<file path="src/rtl/mcpu_control_unit.sv">
// Multi-cycle CPU sequencing controller: instruction-phase FSM, datapath enables/selects,
// data-memory wait handshake and sticky halt.
module mcpu_control_unit (
  input  logic       CLK,
  input  logic       Reset,
  input  logic [5:0] Opcode,
  input  logic       zero,
  input  logic       mem_ready,
  output logic [2:0] State,
  output logic       PCWre,
  output logic       IRWre,
  output logic       InsMemRW,
  output logic       RegWre,
  output logic [1:0] RegOut,
  output logic       WrRegData,
  output logic       ALUM2Reg,
  output logic       ALUSrcA,
  output logic       ALUSrcB,
  output logic       ExtSel,
  output logic [2:0] ALUOp,
  output logic       mRD,
  output logic       mWR,
  output logic [1:0] PCSrc,
  output logic       halted
);

  typedef enum logic [2:0] {
    S_IF      = 3'b000,
    S_ID      = 3'b001,
    S_MEM_ADR = 3'b010,
    S_MEM     = 3'b011,
    S_WB_LW   = 3'b100,
    S_EXE_BEQ = 3'b101,
    S_EXE_ALU = 3'b110,
    S_WB_ALU  = 3'b111
  } state_t;

  state_t     r_state;
  state_t     w_next;
  logic       r_halted;

  logic       w_is_alu;
  logic       w_is_beq;
  logic       w_is_sw;
  logic       w_is_lw;
  logic       w_is_jmp;
  logic       w_is_jr;
  logic       w_is_jal;
  logic       w_is_halt;
  logic       w_is_imm;
  logic [2:0] w_alu_op;

  // Opcode classification
  assign w_is_alu  = Opcode inside {6'b000000, 6'b000001, 6'b000010, 6'b010000, 6'b010001,
                                    6'b010010, 6'b011000, 6'b100000, 6'b100111};
  assign w_is_beq  = (Opcode == 6'b110100);
  assign w_is_sw   = (Opcode == 6'b110000);
  assign w_is_lw   = (Opcode == 6'b110001);
  assign w_is_jmp  = Opcode inside {6'b111000, 6'b111001, 6'b111010};
  assign w_is_jr   = (Opcode == 6'b111001);
  assign w_is_jal  = (Opcode == 6'b111010);
  assign w_is_halt = (Opcode == 6'b111111);
  assign w_is_imm  = (Opcode == 6'b000010) || (Opcode == 6'b010010);

  always_comb begin
    w_alu_op = 3'b000;
    case (Opcode)
      6'b000001:            w_alu_op = 3'b001;
      6'b011000:            w_alu_op = 3'b010;
      6'b010000, 6'b010010: w_alu_op = 3'b011;
      6'b010001:            w_alu_op = 3'b100;
      6'b100111:            w_alu_op = 3'b101;
      default:              w_alu_op = 3'b000;
    endcase
  end

  always_ff @(posedge CLK or posedge Reset) begin
    if (Reset) begin
      r_state  <= S_IF;
      r_halted <= 1'b0;
    end else begin
      r_state <= w_next;
      if (r_state == S_ID && w_is_halt) r_halted <= 1'b1;
    end
  end

  // Next-state; a halted controller only ever bounces between IF and ID
  always_comb begin
    w_next = S_IF;
    case (r_state)
      S_IF: w_next = S_ID;
      S_ID: begin
        if (r_halted)                w_next = S_IF;
        else if (w_is_alu)           w_next = S_EXE_ALU;
        else if (w_is_beq)           w_next = S_EXE_BEQ;
        else if (w_is_sw || w_is_lw) w_next = S_MEM_ADR;
        else                         w_next = S_IF;
      end
      S_EXE_ALU: w_next = S_WB_ALU;
      S_MEM_ADR: w_next = S_MEM;
      S_MEM: begin
        if (!mem_ready)   w_next = S_MEM;
        else if (w_is_lw) w_next = S_WB_LW;
        else              w_next = S_IF;
      end
      default: w_next = S_IF;
    endcase
  end

  always_comb begin
    PCWre     = 1'b0;
    IRWre     = 1'b0;
    InsMemRW  = 1'b0;
    RegWre    = 1'b0;
    RegOut    = 2'b00;
    WrRegData = 1'b0;
    ALUM2Reg  = 1'b0;
    ALUSrcA   = 1'b0;
    ALUSrcB   = 1'b0;
    ExtSel    = 1'b0;
    ALUOp     = 3'b000;
    mRD       = 1'b0;
    mWR       = 1'b0;
    PCSrc     = 2'b00;
    // Reset blanks every output, even the IF fetch strobes
    if (!Reset) begin
      case (r_state)
        S_IF: begin
          InsMemRW = 1'b1;
          IRWre    = 1'b1;
        end
        S_ID: begin
          if (w_is_jmp) begin
            PCWre = 1'b1;
            PCSrc = w_is_jr ? 2'b10 : 2'b11;
            if (w_is_jal) RegWre = 1'b1;
          end else if (!w_is_alu && !w_is_beq && !w_is_sw && !w_is_lw && !w_is_halt) begin
            PCWre = 1'b1;
          end
        end
        S_EXE_ALU, S_WB_ALU: begin
          ALUOp   = w_alu_op;
          ALUSrcA = (Opcode == 6'b011000);
          ALUSrcB = w_is_imm;
          ExtSel  = (Opcode != 6'b010010);
          if (r_state == S_WB_ALU) begin
            RegWre    = 1'b1;
            WrRegData = 1'b1;
            RegOut    = w_is_imm ? 2'b01 : 2'b10;
            PCWre     = 1'b1;
          end
        end
        S_EXE_BEQ: begin
          ALUOp = 3'b001;
          PCWre = 1'b1;
          PCSrc = zero ? 2'b01 : 2'b00;
        end
        S_MEM_ADR: begin
          ALUSrcB = 1'b1;
          ExtSel  = 1'b1;
        end
        S_MEM: begin
          mRD   = w_is_lw;
          mWR   = w_is_sw;
          PCWre = w_is_sw && mem_ready;
        end
        S_WB_LW: begin
          RegWre    = 1'b1;
          WrRegData = 1'b1;
          ALUM2Reg  = 1'b1;
          RegOut    = 2'b01;
          PCWre     = 1'b1;
        end
        default: ;
      endcase
      if (r_halted) begin
        PCWre  = 1'b0;
        IRWre  = 1'b0;
        RegWre = 1'b0;
        mRD    = 1'b0;
        mWR    = 1'b0;
      end
    end
  end

  assign State  = r_state;
  assign halted = r_halted;

endmodule

</file>
<file path="config.mk">
export PLATFORM = sky130hd
export DESIGN_NAME = mcpu_control_unit
export DESIGN_NICKNAME = d
export VERILOG_FILES = /design/src/rtl/mcpu_control_unit.sv
export SDC_FILE = /design/constraint.sdc
export NUM_CORES = 1
export LEC_CHECK = 0
export CAP_MARGIN = 20
export CORE_MARGIN = 3
export CORE_UTILIZATION = 40
export DETAILED_ROUTE_END_ITERATION = 8
export GPL_ROUTABILITY_DRIVEN = 0
export PLACE_DENSITY = 0.77
export SYNTH_ARGS = -nofsm -noshare
export SYNTH_HDL_FRONTEND = slang
export SYNTH_SLANG_ARGS = --single-unit
</file>
<file path="constraint.sdc">
create_clock -name CLK -period 3.1 [get_ports CLK]
set_input_delay 0.62 -clock CLK [delete_from_list [all_inputs] [get_ports CLK]]
set_output_delay 0.62 -clock CLK [all_outputs]
set_load 0.05 [all_outputs]
</file>
## Word-level counts from Yosys, hierarchy flattened

Index checks and enable logic that the tools add are counted.
Widths: inputs -> output; s select.

| word-level totals | value |
|---|---|
| register bits | 4 |
| bits of input ports | 10 |
| word-level logic and storage cells | 95 |

| operators by class | value |
|---|---|
| eq/ne operators | 23 |
| mux-type cells | 50 |
| reductions and logical operators | 20 |

Operator list:

| cell | number |
|---|---|
| $eq 6x6->1 const B | 9 |
| $pmux 3 s5 | 2 |
| $mux 1 | 28 |
| $eq 6x5->1 const B | 4 |
| $mux 3 | 6 |
| $eq 3x3->1 const B | 4 |
| $mux 2 | 6 |
| $reduce_bool 9->1 | 1 |
| $pmux 2 s2 | 2 |
| $eq 3x2->1 const B | 2 |
| $eq 6x1->1 const B | 1 |
| $eq 6x2->1 const B | 1 |
| $logic_and 1x1->1 | 6 |
| $logic_not 6->1 | 1 |
| $ne 6x5->1 const B | 1 |
| $pmux 1 s2 | 3 |
| $pmux 3 s2 | 1 |
| $reduce_or 2->1 | 3 |
| $logic_not 1->1 | 5 |
| $pmux 1 s4 | 1 |
| $eq 3x1->1 const B | 1 |
| $logic_not 3->1 | 1 |
| $pmux 1 s3 | 1 |
| $reduce_bool 3->1 | 1 |
| $logic_or 1x1->1 | 2 |

## Logic depth before layout (Yosys ltp)

Gate-level depths: netlist of run 1.

| depth | value |
|---|---|
| word-level depth | 12 |
| depth in mapped cells | 6 |

## Least setup slack after synthesis of run 1

Ideal clock, no wire load.

| path | value |
|---|---|
| path kind | input to output |
| start | input Opcode[5] |
| end | output RegWre |
| buffers on the path | 1 |
| data required time | 2,480 ps |
| arrival time | 2,669 ps |
| path slack | -189 ps |
| stages on the path | 5 |
| cell sequence | buf_4 nand4b_1 nor3_1 a31oi_1 nor4_1 |

| between the ends | value |
|---|---|
| word-level cells in the longest chain between the ends | 6 |

RTL lines:

| what | RTL line | source |
|---|---|---|
| start, declared | 6 | `input logic [5:0] Opcode,` |
| $eq 6x6->1, on equally long branches | 59, 61 |  |
| $reduce_bool 3->1 or $mux 1 (tied branches) | 59, 136 |  |
| $mux 1 (*) | 133 | `if (w_is_jmp) begin` |
| $pmux 1 s3 (*) | 127 | `case (r_state)` |
| $mux 1 (*) | 176 | `if (r_halted) begin` |
| $mux 1 (*) | 126 | `if (!Reset) begin` |
| end, declared | 13 | `output logic RegWre,` |

Every way passes the cells marked *; elsewhere a longest branch is shown, timed or not.

## Final worst setup path of run 1

| path | value |
|---|---|
| start | input Opcode[4] |
| end | output RegWre |

Same word-level chain as after synthesis.

==> flow_metrics.py, run 1 <==
metrics = {
    "yosys": {
        "yosys_register_bits": 4,
        "synth_area_leader_cell": "dfrtp_1",
        "async_reset_ff_frac": 1.000,
        "synth_cells": 107,
        "seq_area_frac_synth": 0.1389,
        "ys.warnings.count": 0,
        "synth_area_leaders": "dfrtp_1 14%, nor3_1 8.3%, a21oi_1 6.9%",
        "syn-cell-area_sq_um": 720.7,
        "synth_ff_type": "dfrtp_1",
        "syn_nets": 117,
        "yosysTopAreaCellShare": 0.1389,
        "synthDistinctLibCells": 40,
        "synth-edff-count": 0,
        "synth.avg_cell_area_sq_um": 6.735,
    },
    "worst_setup_path": {
        "worst_path_dominant_cell_family": "buffers and inverters",
        "path_buf_inv": 2,
        "cp_cell_sequence": "clkdlybuf4s50_1, nand4b_1, nor3_1, a31oi_1, nor4_2, buf_12",
        "path_max_fanout": 9,
        "worstSetupPathType": "in2out",
        "cp-end-kind": "output port",
        "cp_data_required_time_ns": 2.48,
        "crit_path_max_incr_delay_ns": 0.63,
        "cp.arrival_ns": 2.37,
        "cp_slowest_cell": "clkdlybuf4s50_1",
        "startpoint_type": "primary input",
    },
    "floorplan": {
        "rows": 14,
        "die_w_microns": 48.45,
        "die_h_microns": 48.45,
        "die_area_sq_um": 2347,
        "start_util": 0.4521,
        "io_pins": 32,
        "core_area_sq_um": 1594,
    },
    "finish": {
        "final_cell_mix": "14 x buf_12, 14 x buf_4, 13 x clkdlybuf4s50_1",
        "post-route-cell-area_sq_um": 1266,
        "final_net_count": 154,
        "post_layout_nonfiller_instances": 166,
        "area_growth_pct": 75.69,
        "n_antenna_cell": 0,
        "drive_above_1_share": 0.3239,
    },
    "drt": {
        "drc": 0,
        "drt-pass1-iter-count": 4,
        "num_vias": 1007,
        "routed_wl_microns": 2513,
        "ant_nets": 0,
        "via_per_inst": 6.066,
        "drt-wirelength-per-cell_microns": 15.14,
        "first_iter_violations": 40,
    },
    "grt": {
        "grt_pass1_vias": 940,
        "grt_max_degree": 16,
        "grtUsageTotal": 0.2248,
        "grt_antenna_before_repair": 0,
        "overflow": 0,
        "grt_pass1_wl_microns": 4140,
    },
    "timing": {
        "final.setup.worst_slack_ns": 0.1074,
        "worst_pin_slew_ns": 0.5519,
        "whs_ns": 0.7124,
        "fmax_ghz": 0.3342,
        "maxSlewHeadroom": 0.6321,
        "finalSetupTns_ns": 0,
        "hold_viol": 0,
        "min_period_ns": 2.993,
        "skew_ns": 0.01621,
        "slew_violations": 0,
        "final.period_utilization": 0.9654,
        "rsz0062_at_grt": "false",
        "setup_viol_count_final": 0,
    },
    "power_and_ir_drop": {
        "power_density_nw_per_um2": 613.5,
        "ir_drop_v": 0.0007408,
        "p_leak_nw": 0.4782,
    },
    "placed_design": {
        "place_ws_ns": 0.1504,
        "dpl.hpwl_microns": 1951,
        "dp_cells": 163,
        "dpl_cell_area_sq_um": 1240,
        "portBuffers": 31,
    },
    "cts": {
        "clkTransAtPathRegs_ns": 0.05,
        "cts_tree": "yes",
        "cts_max_path_buffers": 2,
        "clock_latency_ns": 0.26,
        "cts_buffers": 3,
        "htreeDepth": 1,
        "cts_root_buf": "clkbuf_4",
        "cts.sinks": 4,
        "cts_hold_buf": 0,
        "post-cts-setup-buffers": 0,
    },
    "worst_hold_path": {
        "hp-class": "in2async",
    },
    "job": {
        "maxCapViolations": 0,
    },
    "outcome": {
        "status": "finished clean",
    },
}
worst paths after layout:
path / startpoint / to / slack [ns] / depth (start not counted)
min in group CLK: halted / halted / 0.72 / 1
hold reg to reg: halted / halted / 0.72 / 1
setup / recovery: Opcode[4] / RegWre / 0.11 / 6
setup reg to reg: State[2] / State[2] / 1.63 / 4
hold / removal: Reset / halted / 0.71 / 3
max in group asynchronous: Reset / State[0] / 2.25 / 3
per-layer routing:
layer	global-route usage	vias up	part of all wire
met5	0	-	0
li1	-	476	-
met3	0.07362	10	0.093
met4	0.1611	0	0.026
met2	0.3716	68	0.48
met1	0.2402	453	0.40
power breakdown:
group,leakage (nW),internal [W],switching [W]
logic,0.413,0.000218,0.000352
clock network,0.0138,0.0000437,0.0000285
registers,0.0513,0.0000728,0.0000615
Yosys cell counts (all sizes together), types with 3 or more instances:
cell type  count
o22ai          3
nor4           4
dfrtp          4
nand2         11
or2            3
buf            7
a21oi         10
nand3          3
nor3          12
nor2          10
o21ai          5
inv            3
state kept, by name, indices dropped and copies added, names as in the netlist:
signal / flops
halted: 1
State: 3
through the flow:
stage          total power, W    util
6_report            0.0007768  0.7943
5_1_grt             0.0008229  0.7943
4_1_cts             0.0007714  0.7920
3_5_place_dp        0.0006981  0.7779
3_3_place_gp        0.0006928  0.7779
2_1_floorplan       0.0004993       -
cell families after synthesis:
family / after synthesis / share of synthesized area
AND/OR/NAND/NOR: 61 / 0.5035
buffers and inverters: 12 / 0.08681
flip-flops: 4 / 0.1389
AO/OA/AOI/OAI: 30 / 0.2708
area by class of cell:
type / instances / area, sq um
Clock buffer: 3 / 22.52
Fill cell: 111 / 327.8
Inverter: 3 / 11.26
Multi-Input combinational cell: 91 / 586.8
Sequential cell: 4 / 100.1
Tap cell: 24 / 30.03
Timing Repair Buffer: 41 / 515.5
tightest hold or removal path: stages:
cell	delay, ns
clkdlybuf4s50_1	0.43
inv_2	0.09
buf_4	0.16
what timing repair did:
action	CTS	global route
resized for setup	0	1
endpoints found under the setup margin	0	1
hold endpoints to repair	0	0
Note: power is estimated with default switching activity, not from simulation.
==> inputs of run 2 (changes only) <==
Settings changed: CELL_PAD_IN_SITES_DETAIL_PLACEMENT set to 1, CELL_PAD_IN_SITES_GLOBAL_PLACEMENT set to 2, CORE_UTILIZATION 40 to 22, PLACE_DENSITY 0.77 to not set, PLACE_DENSITY_LB_ADDON set to 0.1, SKIP_LAST_GASP set to 1.
==> run 2 against run 1 <==
Hold slack lost 0.0094 ns. Largest power group unchanged. First-iteration DRC count down 35%. Wire length grew 20%. Sequential cell count unchanged. Highest routed layer unchanged. Count of clock-buffer cells in the layout did not move. Die area up 70%.
==> flow_metrics.py, run 2 (synthesis results as in run 1) <==
metrics = {
    "outcome": {
        "status": "finished clean",
    },
    "timing": {
        "skew_ns": 0.003139,
        "finalSetupTns_ns": 0,
        "maxSlewHeadroom": 0.6185,
        "min_period_ns": 3.023,
        "setup_viol_count_final": 0,
        "worst_pin_slew_ns": 0.5722,
        "rsz0062_at_grt": "false",
        "whs_ns": 0.7029,
        "slew_violations": 0,
        "fmax_ghz": 0.3308,
        "final.setup.worst_slack_ns": 0.07699,
        "hold_viol": 0,
        "final.period_utilization": 0.9752,
    },
    "cts": {
        "post-cts-setup-buffers": 0,
        "htreeDepth": 1,
        "cts.sinks": 4,
        "cts_max_path_buffers": 2,
        "cts_buffers": 3,
        "cts_resized": 0,
        "cts_tree": "yes",
        "cts_root_buf": "clkbuf_4",
        "clock_latency_ns": 0.24,
        "cts_hold_buf": 0,
        "clkTransAtPathRegs_ns": 0.03,
    },
    "placed_design": {
        "place_ws_ns": 0.07904,
        "dpl.hpwl_microns": 2411,
        "portBuffers": 31,
    },
    "floorplan": {
        "start_util": 0.2341,
        "die_area_sq_um": 3999,
        "die_h_microns": 63.24,
        "die_w_microns": 63.24,
        "core_area_sq_um": 3078,
        "io_pins": 32,
        "rows": 20,
    },
    "power_and_ir_drop": {
        "switchingPower_w": 0.0004478,
        "p_comb_frac": 0.736,
        "p_sw_frac": 0.5691,
        "internal_power_w": 0.0003390,
        "clockPowerShare": 0.084,
        "power_density_nw_per_um2": 587.7,
        "p_leak_nw": 0.5171,
        "seqPwrFrac": 0.180,
        "ir_drop_v": 0.0001380,
    },
    "finish": {
        "largest_reg_flops": 3,
        "layout_commonest_cell": "buf_4",
        "final_net_count": 160,
        "area_growth_pct": 85.76,
        "final_cell_mix": "20 x buf_4, 14 x buf_12, 12 x nor3_1, 12 x clkdlybuf4s50_1",
        "n_antenna_cell": 0,
        "drive_above_1_share": 0.3514,
    },
    "worst_setup_path": {
        "cp_common_cell": "nor3_1",
        "cp.arrival_ns": 2.40,
        "r2r_start": "State[2]",
        "cp_data_required_time_ns": 2.48,
        "ff2ff_path_depth": 4,
        "cp_slowest_cell": "clkdlybuf4s50_1",
        "timing.rr.end": "State[2]",
        "path_max_fanout": 5,
        "cp-end-kind": "output port",
        "regToRegSetupSlack_ns": 1.60,
        "startpoint_type": "primary input",
        "cp_cell_sequence": "clkdlybuf4s50_1, nand4b_1, nor3_1, buf_4, a21oi_1, nor3_1, buf_12",
        "worstSetupPathType": "in2out",
        "crit_path_max_incr_delay_ns": 0.50,
    },
    "grt": {
        "overflow": 0,
        "grt_pass1_wl_microns": 5085,
        "grt_max_degree": 16,
        "grt_antenna_before_repair": 0,
        "grtUsageTotal": 0.1567,
        "grt_pass1_vias": 1011,
    },
    "worst_hold_path": {
        "hp-start": "State[1]",
        "hold_path_depth": 2,
        "hp-class": "reg2reg",
        "min_to": "State[1]",
    },
    "drt": {
        "ant_nets": 0,
        "drc": 0,
        "via_per_inst": 5.229,
        "num_vias": 1004,
        "first_iter_violations": 26,
        "drt-wirelength-per-cell_microns": 15.72,
        "routed_wl_microns": 3018,
        "drt-pass1-iter-count": 4,
    },
    "job": {
        "maxCapViolations": 0,
    },
}
-- run 2: cell type report --
type / count / area (sq um)
Clock buffer: 3 / 22.52
Fill cell: 384 / 1739
Tap cell: 44 / 55.05
Timing Repair Buffer: 47 / 563.0
Sequential cell: 4 / 100.1
Inverter: 3 / 11.26
Multi-Input combinational cell: 91 / 586.8
-- run 2: power groups by stage --
stage	combinational, W	clock, W	sequential, W
final	0.000579	0.0000661	0.000141
after CTS	0.000581	0.0000674	0.000142
after global placement	0.000575	0	0.000143
after floorplan	0.000332	0	0.000167
after global routing	0.000620	0.0000722	0.000149
after detailed placement	0.000580	0	0.000143
-- run 2: worst max path at each step --
stage | depth (start not counted) | endpoint | slack [ns] | from
after floorplan | 3 | InsMemRW | 0.27 | State[1]
after global placement | 7 | PCSrc[0] | 0.12 | Opcode[2]
after detailed placement | 6 | RegOut[0] | 0.08 | Opcode[0]
after CTS | 6 | RegOut[0] | 0.06 | Opcode[0]
after global routing | 6 | RegWre | 0.01 | Opcode[2]
final | 7 | PCSrc[0] | 0.08 | Opcode[2]
-- run 2: stage by stage --
stage	cell area, sq um	instances	power [W]	utilization
6_report	1339	192	0.0007867	0.4350
5_1_grt	1339	192	0.0008407	0.4350
4_1_cts	1333	192	0.0007907	0.4329
3_5_place_dp	1310	189	0.0007230	0.4256
3_3_place_gp	1310	189	0.0007181	0.4256
2_1_floorplan	745.7	107	0.0004993	-
-- run 2: critical path: cells and delay by family --
| kind | cells | cell delay, ns |
|---|---|---|
| AOI/OAI and AO/OA | 1 | 0.03 |
| and+or+nand+nor | 3 | 0.89 |
| buffers and inverters | 3 | 0.86 |
-- run 2: layer usage --
layer,share of wire,GRT usage
met3,0.044,0.02674
met1,0.46,0.1989
met4,0.011,0.04313
met2,0.49,0.2714
met5,0,0
==> inputs of run 3 (changes only) <==
Settings changed: ABC_AREA set to 0.
==> results of run 3 <==
The final DEF is identical to that of run 2; final timing and power are the same.
